[src/rtl/systolic_pkg.sv]
// Shared types and helpers for the systolic array result path.
// Word packing: lane l of column c lives at word l*arraySize + c.
package systolic_pkg;

    localparam int ARRAY_SIZE      = 2;
    localparam int LANES           = 4;
    localparam int OUTPUT_BITS     = 32;
    localparam int FIFO_DEPTH      = 8;
    localparam int ROWS_PER_PACKET = 2;
    localparam int TDATA_W         = ARRAY_SIZE * LANES * OUTPUT_BITS;
    localparam int CNT_W           = $clog2(FIFO_DEPTH + 1);

    typedef logic [TDATA_W-1:0] row_t;

    function automatic int word_idx(
        input int l,
        input int c,
        input int n = ARRAY_SIZE
    );
        return l * n + c;
    endfunction

endpackage

[src/rtl/dff.sv]
// Plain register stage used by the deskew delay lines.
// Async active-low reset.
module dff #(
    parameter int W = 1
) (
    input  logic         clk,
    input  logic         rst,
    input  logic [W-1:0] i_d,
    output logic [W-1:0] o_q
);

    logic [W-1:0] r_q;

    always_ff @(posedge clk or negedge rst) begin
        if (!rst) r_q <= '0;
        else      r_q <= i_d;
    end

    assign o_q = r_q;

endmodule

[src/rtl/row_fifo.sv]
// Row FIFO with combinational read data and sticky overflow.
// A push into a full FIFO is accepted only when a pop frees a slot.
module row_fifo #(
    parameter int W     = 32,
    parameter int DEPTH = 8
) (
    input  logic                       clk,
    input  logic                       rst,
    input  logic                       i_clear,
    input  logic                       i_push,
    input  logic                       i_pop,
    input  logic [W-1:0]               i_wdata,
    output logic [W-1:0]               o_rdata,
    output logic                       o_full,
    output logic                       o_empty,
    output logic [$clog2(DEPTH+1)-1:0] o_count,
    output logic                       o_overflow
);

    localparam int AW = $clog2(DEPTH);
    localparam int CW = $clog2(DEPTH + 1);

    logic [W-1:0]  r_mem [DEPTH];
    logic [AW-1:0] r_wptr;
    logic [AW-1:0] r_rptr;
    logic [CW-1:0] r_count;
    logic          r_ovf;

    logic w_full;
    logic w_empty;
    logic w_pop;
    logic w_wr;
    logic w_drop;

    assign w_full  = (r_count == CW'(DEPTH));
    assign w_empty = (r_count == '0);
    assign w_pop   = i_pop && !w_empty;
    assign w_wr    = i_push && (!w_full || w_pop);
    assign w_drop  = i_push && w_full && !w_pop;

    always_ff @(posedge clk) begin
        if (w_wr && !i_clear) r_mem[r_wptr] <= i_wdata;
    end

    always_ff @(posedge clk or negedge rst) begin
        if (!rst) begin
            r_wptr  <= '0;
            r_rptr  <= '0;
            r_count <= '0;
            r_ovf   <= 1'b0;
        end else if (i_clear) begin
            r_wptr  <= '0;
            r_rptr  <= '0;
            r_count <= '0;
            r_ovf   <= 1'b0;
        end else begin
            if (w_wr)  r_wptr <= r_wptr + AW'(1);
            if (w_pop) r_rptr <= r_rptr + AW'(1);
            if (w_wr && !w_pop)      r_count <= r_count + CW'(1);
            else if (!w_wr && w_pop) r_count <= r_count - CW'(1);
            if (w_drop) r_ovf <= 1'b1;
        end
    end

    assign o_rdata    = r_mem[r_rptr];
    assign o_full     = w_full;
    assign o_empty    = w_empty;
    assign o_count    = r_count;
    assign o_overflow = r_ovf;

endmodule

[src/rtl/output_deskew_stream.sv]
// Realigns skewed array columns into rows and streams them on AXIS.
// Column c is delayed arraySize-1-c cycles so all columns meet.
module output_deskew_stream
    import systolic_pkg::*;
#(
    parameter int arraySize         = 2,
    parameter int lanes             = 4,
    parameter int outputBits        = 32,
    parameter int fifoDepth         = 8,
    parameter int rowsPerPacket     = 2,
    parameter int m_axi_tdata_width = arraySize * lanes * outputBits,
    parameter int m_axi_tkeep_width = m_axi_tdata_width / 8
) (
    input  logic                           clk,
    input  logic                           rst,
    input  logic                           clear,
    input  logic                           arr_valid,
    input  logic [m_axi_tdata_width-1:0]   arr_data,
    output logic                           almost_full,
    output logic                           overflow,
    output logic [$clog2(fifoDepth+1)-1:0] count,
    output logic [m_axi_tdata_width-1:0]   M_AXIS_TDATA,
    output logic [m_axi_tkeep_width-1:0]   M_AXIS_TKEEP,
    output logic                           M_AXIS_TLAST,
    output logic                           M_AXIS_TVALID,
    input  logic                           M_AXIS_TREADY
);

    localparam int COL_W = lanes * outputBits;
    localparam int CW    = $clog2(fifoDepth + 1);
    localparam int BW    = (rowsPerPacket > 1) ? $clog2(rowsPerPacket) : 1;

    logic [arraySize-1:0]         w_vd;
    logic [m_axi_tdata_width-1:0] w_row;
    logic                         w_empty;
    logic                         w_full;
    logic                         w_hs;
    logic                         w_last;
    logic [BW-1:0]                r_beat;

    assign w_vd[0] = arr_valid;

    generate
        if (arraySize > 1) begin : g_vd
            logic [arraySize-1:1] r_vd;
            always_ff @(posedge clk or negedge rst) begin
                if (!rst)       r_vd <= '0;
                else if (clear) r_vd <= '0;
                else            r_vd <= w_vd[arraySize-2:0];
            end
            assign w_vd[arraySize-1:1] = r_vd;
        end
    endgenerate

    for (genvar c = 0; c < arraySize; c++) begin : g_col
        localparam int D = arraySize - 1 - c;
        logic [COL_W-1:0] w_in;
        logic [COL_W-1:0] w_dly [D+1];

        for (genvar l = 0; l < lanes; l++) begin : g_lane
            localparam int WI = word_idx(l, c, arraySize);
            assign w_in[l*outputBits +: outputBits] =
                arr_data[WI*outputBits +: outputBits];
            assign w_row[WI*outputBits +: outputBits] =
                w_dly[D][l*outputBits +: outputBits];
        end

        assign w_dly[0] = w_in;

        for (genvar s = 0; s < D; s++) begin : g_dly
            dff #(.W(COL_W)) u_dff (
                .clk (clk),
                .rst (rst),
                .i_d (w_dly[s]),
                .o_q (w_dly[s+1])
            );
        end
    end

    row_fifo #(
        .W     (m_axi_tdata_width),
        .DEPTH (fifoDepth)
    ) u_row_fifo (
        .clk        (clk),
        .rst        (rst),
        .i_clear    (clear),
        .i_push     (w_vd[arraySize-1]),
        .i_pop      (w_hs),
        .i_wdata    (w_row),
        .o_rdata    (M_AXIS_TDATA),
        .o_full     (w_full),
        .o_empty    (w_empty),
        .o_count    (count),
        .o_overflow (overflow)
    );

    assign M_AXIS_TVALID = !w_empty;
    assign w_hs          = M_AXIS_TVALID && M_AXIS_TREADY;
    assign w_last        = (r_beat == BW'(rowsPerPacket - 1));

    always_ff @(posedge clk or negedge rst) begin
        if (!rst)       r_beat <= '0;
        else if (clear) r_beat <= '0;
        else if (w_hs)  r_beat <= w_last ? '0 : r_beat + BW'(1);
    end

    // Headroom for rows still travelling through the deskew pipeline.
    assign almost_full  = (count >= CW'(fifoDepth - arraySize)) || w_full;
    assign M_AXIS_TLAST = M_AXIS_TVALID && w_last;
    assign M_AXIS_TKEEP = '1;

endmodule

[config.mk]
export PLATFORM = sky130hd
export DESIGN_NAME = output_deskew_stream
export DESIGN_NICKNAME = d
export VERILOG_FILES = /design/src/rtl/systolic_pkg.sv /design/src/rtl/dff.sv /design/src/rtl/row_fifo.sv /design/src/rtl/output_deskew_stream.sv
export SDC_FILE = /design/constraint.sdc
export NUM_CORES = 2
export LEC_CHECK = 0
export CAP_MARGIN = 5
export CORE_ASPECT_RATIO = 2
export CORE_UTILIZATION = 48
export DETAILED_ROUTE_END_ITERATION = 10
export GPL_ROUTABILITY_DRIVEN = 0
export PLACE_DENSITY = 0.69
export SLEW_MARGIN = 30
export SYNTH_ARGS = -nofsm -noshare
export SYNTH_HDL_FRONTEND = slang
export SYNTH_SLANG_ARGS = --single-unit
[constraint.sdc]
create_clock -name clk -period 27.1 [get_ports clk]
set_input_delay 8.13 -clock clk [delete_from_list [all_inputs] [get_ports clk]]
set_output_delay 8.13 -clock clk [all_outputs]
set_load 0.03 [all_outputs]
==> impl_metrics.env <==
export IMPL_grt_max_degree=145
export IMPL_drc=4
export IMPL_antenna_found_initial=31
export IMPL_start_util_pct=48.2
export IMPL_ys_seq_area_share_pct=80.1
export IMPL_register_area_mm2=0.0650
export IMPL_cp_max_fo=44
export IMPL_grt_pass1_vias=37988
export IMPL_cts_setup_buffers=0
export IMPL_clockRootBuffer="clkbuf_16"
export IMPL_synthDistinctLibCells=39
export IMPL_finalNetCount=4107
export IMPL_grt_pass1_wl_mm=248
export IMPL_worst_slack_ns=13.15
export IMPL_fin_skew_ns=0.0444
export IMPL_via_per_inst=5.61
export IMPL_peakVddDrop_mv=0.0951
export IMPL_port_buffers=524
export IMPL_period_share_pct=51.5
export IMPL_cp_start_kind="flip-flop"
export IMPL_drive_above_1_share_pct=28.2
export IMPL_slowest_stage="dfrtp_4"
export IMPL_drtAntennaViolNets=0
export IMPL_cts_resized=0
export IMPL_p_leak_nw=29.6
export IMPL_die_y_um=583
export IMPL_synth_avg_cell_area_um2=25.3
export IMPL_netlist_area_mm2=0.0811
export IMPL_ys_seq_elements=2189
export IMPL_maxSlewHeadroom_pct=3.20
export IMPL_dieArea_mm2=0.171
export IMPL_track_usage_pct=19.9
export IMPL_num_vias=35166
export IMPL_cts_sinks=2189
export IMPL_cp_depth=6
export IMPL_p_switching_w=0.00203
export IMPL_crit_type="flip-flop to primary output"
export IMPL_min_path_type="flip-flop to flip-flop"
export IMPL_rr_worst_depth=6
export IMPL_chipWidth_um=293
export IMPL_top_layer="met5"
export IMPL_p_sw_share_pct=25.0
export IMPL_netlist_instances=3212
export IMPL_dr_pass1_iters=8
export IMPL_cp_common_cell="buf_4"
export IMPL_core_area_mm2=0.168
export IMPL_overflow=0
export IMPL_worstMarginPinSlew_ns=1.45
export IMPL_status="finished with violations"
export IMPL_num_rows=213
export IMPL_multi_input_area_mm2=0.0151
export IMPL_fin_util_pct=56.7
export IMPL_wl_met1_mm=65.4
export IMPL_cts_tree="done"
export IMPL_p_per_area_mw_per_mm2=85.4
export IMPL_cp_required_ns=18.97
export IMPL_cpLargestDelayFamily="buffers and inverters"
export IMPL_wl_per_cell_um=26.9
export IMPL_finalSetupViolations=0
export IMPL_wl_mm=169
export IMPL_routed_wl_met3_mm=12.1
export IMPL_cts_buffers=190
export IMPL_final_cells=6265
export IMPL_route_met2_wl_mm=85.9
export IMPL_setup_tns_final_ns=0
export IMPL_nFillCells=12005
export IMPL_htreeDepth=4
export IMPL_pwr_share_seq_pct=46.5
export IMPL_worstPathCellList="buf_4 -> buf_4 -> buf_4 -> mux4_2 -> mux2_2 -> clkdlybuf4s50_1"
export IMPL_post_place_cells=5904
export IMPL_holdBufCountCts=0
export IMPL_areaGrowthSynthToFinish_pct=17.4
export IMPL_slew_viol_final=0
export IMPL_rsz0062_at_grt="false"
export IMPL_maxCapViolCount=0
export IMPL_hold_path_cell_count=2
export IMPL_clock_latency_ns=0.84
export IMPL_post_route_min_period_ns=13.96
export IMPL_io_pins=557
export IMPL_arrival_ns=5.83
export IMPL_clock_path_buffers=4
export IMPL_comb_power_share_pct=19.2
export IMPL_setup_worst_path_end_class="primary output"
export IMPL_pre_cts_slack_ns=13.62
export IMPL_crit_buf_inv=4
export IMPL_path_clk_slew_ns=0.07
export IMPL_cell_internal_pwr_w=0.00611
export IMPL_p_clk_share_pct=34.3
export IMPL_max_stage_delay_ns=0.92
export IMPL_violations="design-rule violations"
export IMPL_synth_warning_count=0
export IMPL_fmax_ghz=0.0717
export IMPL_drtIter0Drc=2207
export IMPL_hold_viol=0
export IMPL_dp_hpwl_mm=90.7
==> cell type report <==
cell class,instances,share of cell area [%]
Antenna cell,14,0.0368
Timing Repair Buffer,585,6.20
Clock inverter,93,1.22
Multi-Input combinational cell,869,15.8
Sequential cell,2189,68.3
Tap cell,2257,2.96
Clock buffer,252,5.50
Inverter,6,0.0236
==> registers in the layout (all words and copies together), names as in the netlist <==
name,flops
g_col.g_dly.u_dff.o_q,128
g_vd.r_vd,1
r_beat,1
u_row_fifo.o_count,4
u_row_fifo.o_overflow,1
u_row_fifo.r_mem,2048
u_row_fifo.r_rptr,3
u_row_fifo.r_wptr,3
==> cell usage after synthesis (all sizes together) <==
master | count | share of area (%)
edfxtp | 2048 | 76
mux4 | 512 | 14
mux2 | 256 | 3.6
dfrtp | 141 | 4.3
buf | 133 | 1.3
clkbuf | 46 | 0.21
nor2 | 18 | 0.083
inv | 6 | 0.028
ha | 4 | 0.062
nor3 | 4 | 0.025
o21ai | 4 | 0.029
xnor2 | 4 | 0.043
xor2 | 4 | 0.043
a211oi | 3 | 0.034
nand2 | 3 | 0.014
o211ai | 3 | 0.028
a21o | 2 | 0.018
a21oi | 2 | 0.012
mux2i | 2 | 0.025
nor2b | 2 | 0.015
nor4 | 2 | 0.015
a31oi | 1 | 0.0077
a41oi | 1 | 0.011
and2 | 1 | 0.0077
and3 | 1 | 0.0077
conb | 1 | 0.0046
fa | 1 | 0.025
nand2b | 1 | 0.0077
nand3b | 1 | 0.0093
nor4b | 1 | 0.011
o311a | 1 | 0.012
or3 | 1 | 0.0077
or3b | 1 | 0.011
or4 | 1 | 0.0093
==> through the flow <==
stage / total power (W) / hold slack [ns] / area [µm²]
after floorplan: 0.00498 / 0.497 / 81300
after global placement: 0.00544 / 0.521 / 88700
after detailed placement: 0.00545 / 0.516 / 88800
after CTS: 0.00824 / 0.536 / 95200
after global routing: 0.00842 / 0.586 / 95300
final: 0.00814 / 0.529 / 95300
==> cells by family after synthesis <==
family | synth area share, %
DFF | 80.1
muxes | 17.8
buffers and inverters | 1.51
and+or+nand+nor | 0.224
AOI/OAI and AO/OA | 0.153
xor gates and xnor gates | 0.0863
adders and majority gates | 0.0864
other | 0.00462
==> power groups by stage <==
stage          clock (W)  sequential, W  combinational, W
6_report         0.00279        0.00379           0.00156
5_1_grt          0.00296        0.00379           0.00166
4_1_cts          0.00285        0.00379           0.00160
3_5_place_dp           0        0.00386           0.00159
3_3_place_gp           0        0.00386           0.00158
2_1_floorplan          0        0.00385           0.00113
==> per-layer routing <==
metal	vias up	GRT usage (%)
li1	14839	-
met1	18906	24.6
met2	1070	33.6
met3	317	5.35
met4	34	6.98
met5	-	0
==> final timing paths <==
check | from | end | slack (ns)
min | u_row_fifo.o_overflow | u_row_fifo.o_overflow | 0.53
min reg2reg | u_row_fifo.o_overflow | u_row_fifo.o_overflow | 0.53
max | u_row_fifo.r_rptr[0] | M_AXIS_TDATA[176] | 13.15
min in group asynchronous | rst | g_col[0].g_dly[0].u_dff.o_q[92] | 7.35
max reg2reg | u_row_fifo.o_count[1] | u_row_fifo.r_mem[2][94] | 22.82
max in group asynchronous | rst | u_row_fifo.r_rptr[1] | 18.31
==> worst register-to-register path: stages (launching register included) <==
cell and delay, ns:
dfrtp_1 0.51, or3_1 0.30, o211ai_1 0.38, nor4_4 0.28
buf_4 0.65, buf_4 0.83, buf_4 0.89
==> cell usage in the layout, fill, tap and decap left out, types with 4 or more instances in the layout <==
cell,count
inv_1,6
clkdlybuf4s50_1,523
ha_1,4
clkbuf_8,20
xnor2_1,4
clkinvlp_4,6
inv_6,5
buf_6,9
dfrtp_1,138
buf_4,40
bufinv_16,25
nor2_1,15
clkinv_2,24
clkbuf_16,193
buf_12,10
clkinv_1,24
mux2_2,256
mux4_2,512
diode_2,14
clkbuf_1,40
clkinv_4,4
edfxtp_1,2048
xor2_1,4
conb_1,32
(Power assumes the default switching activity.)
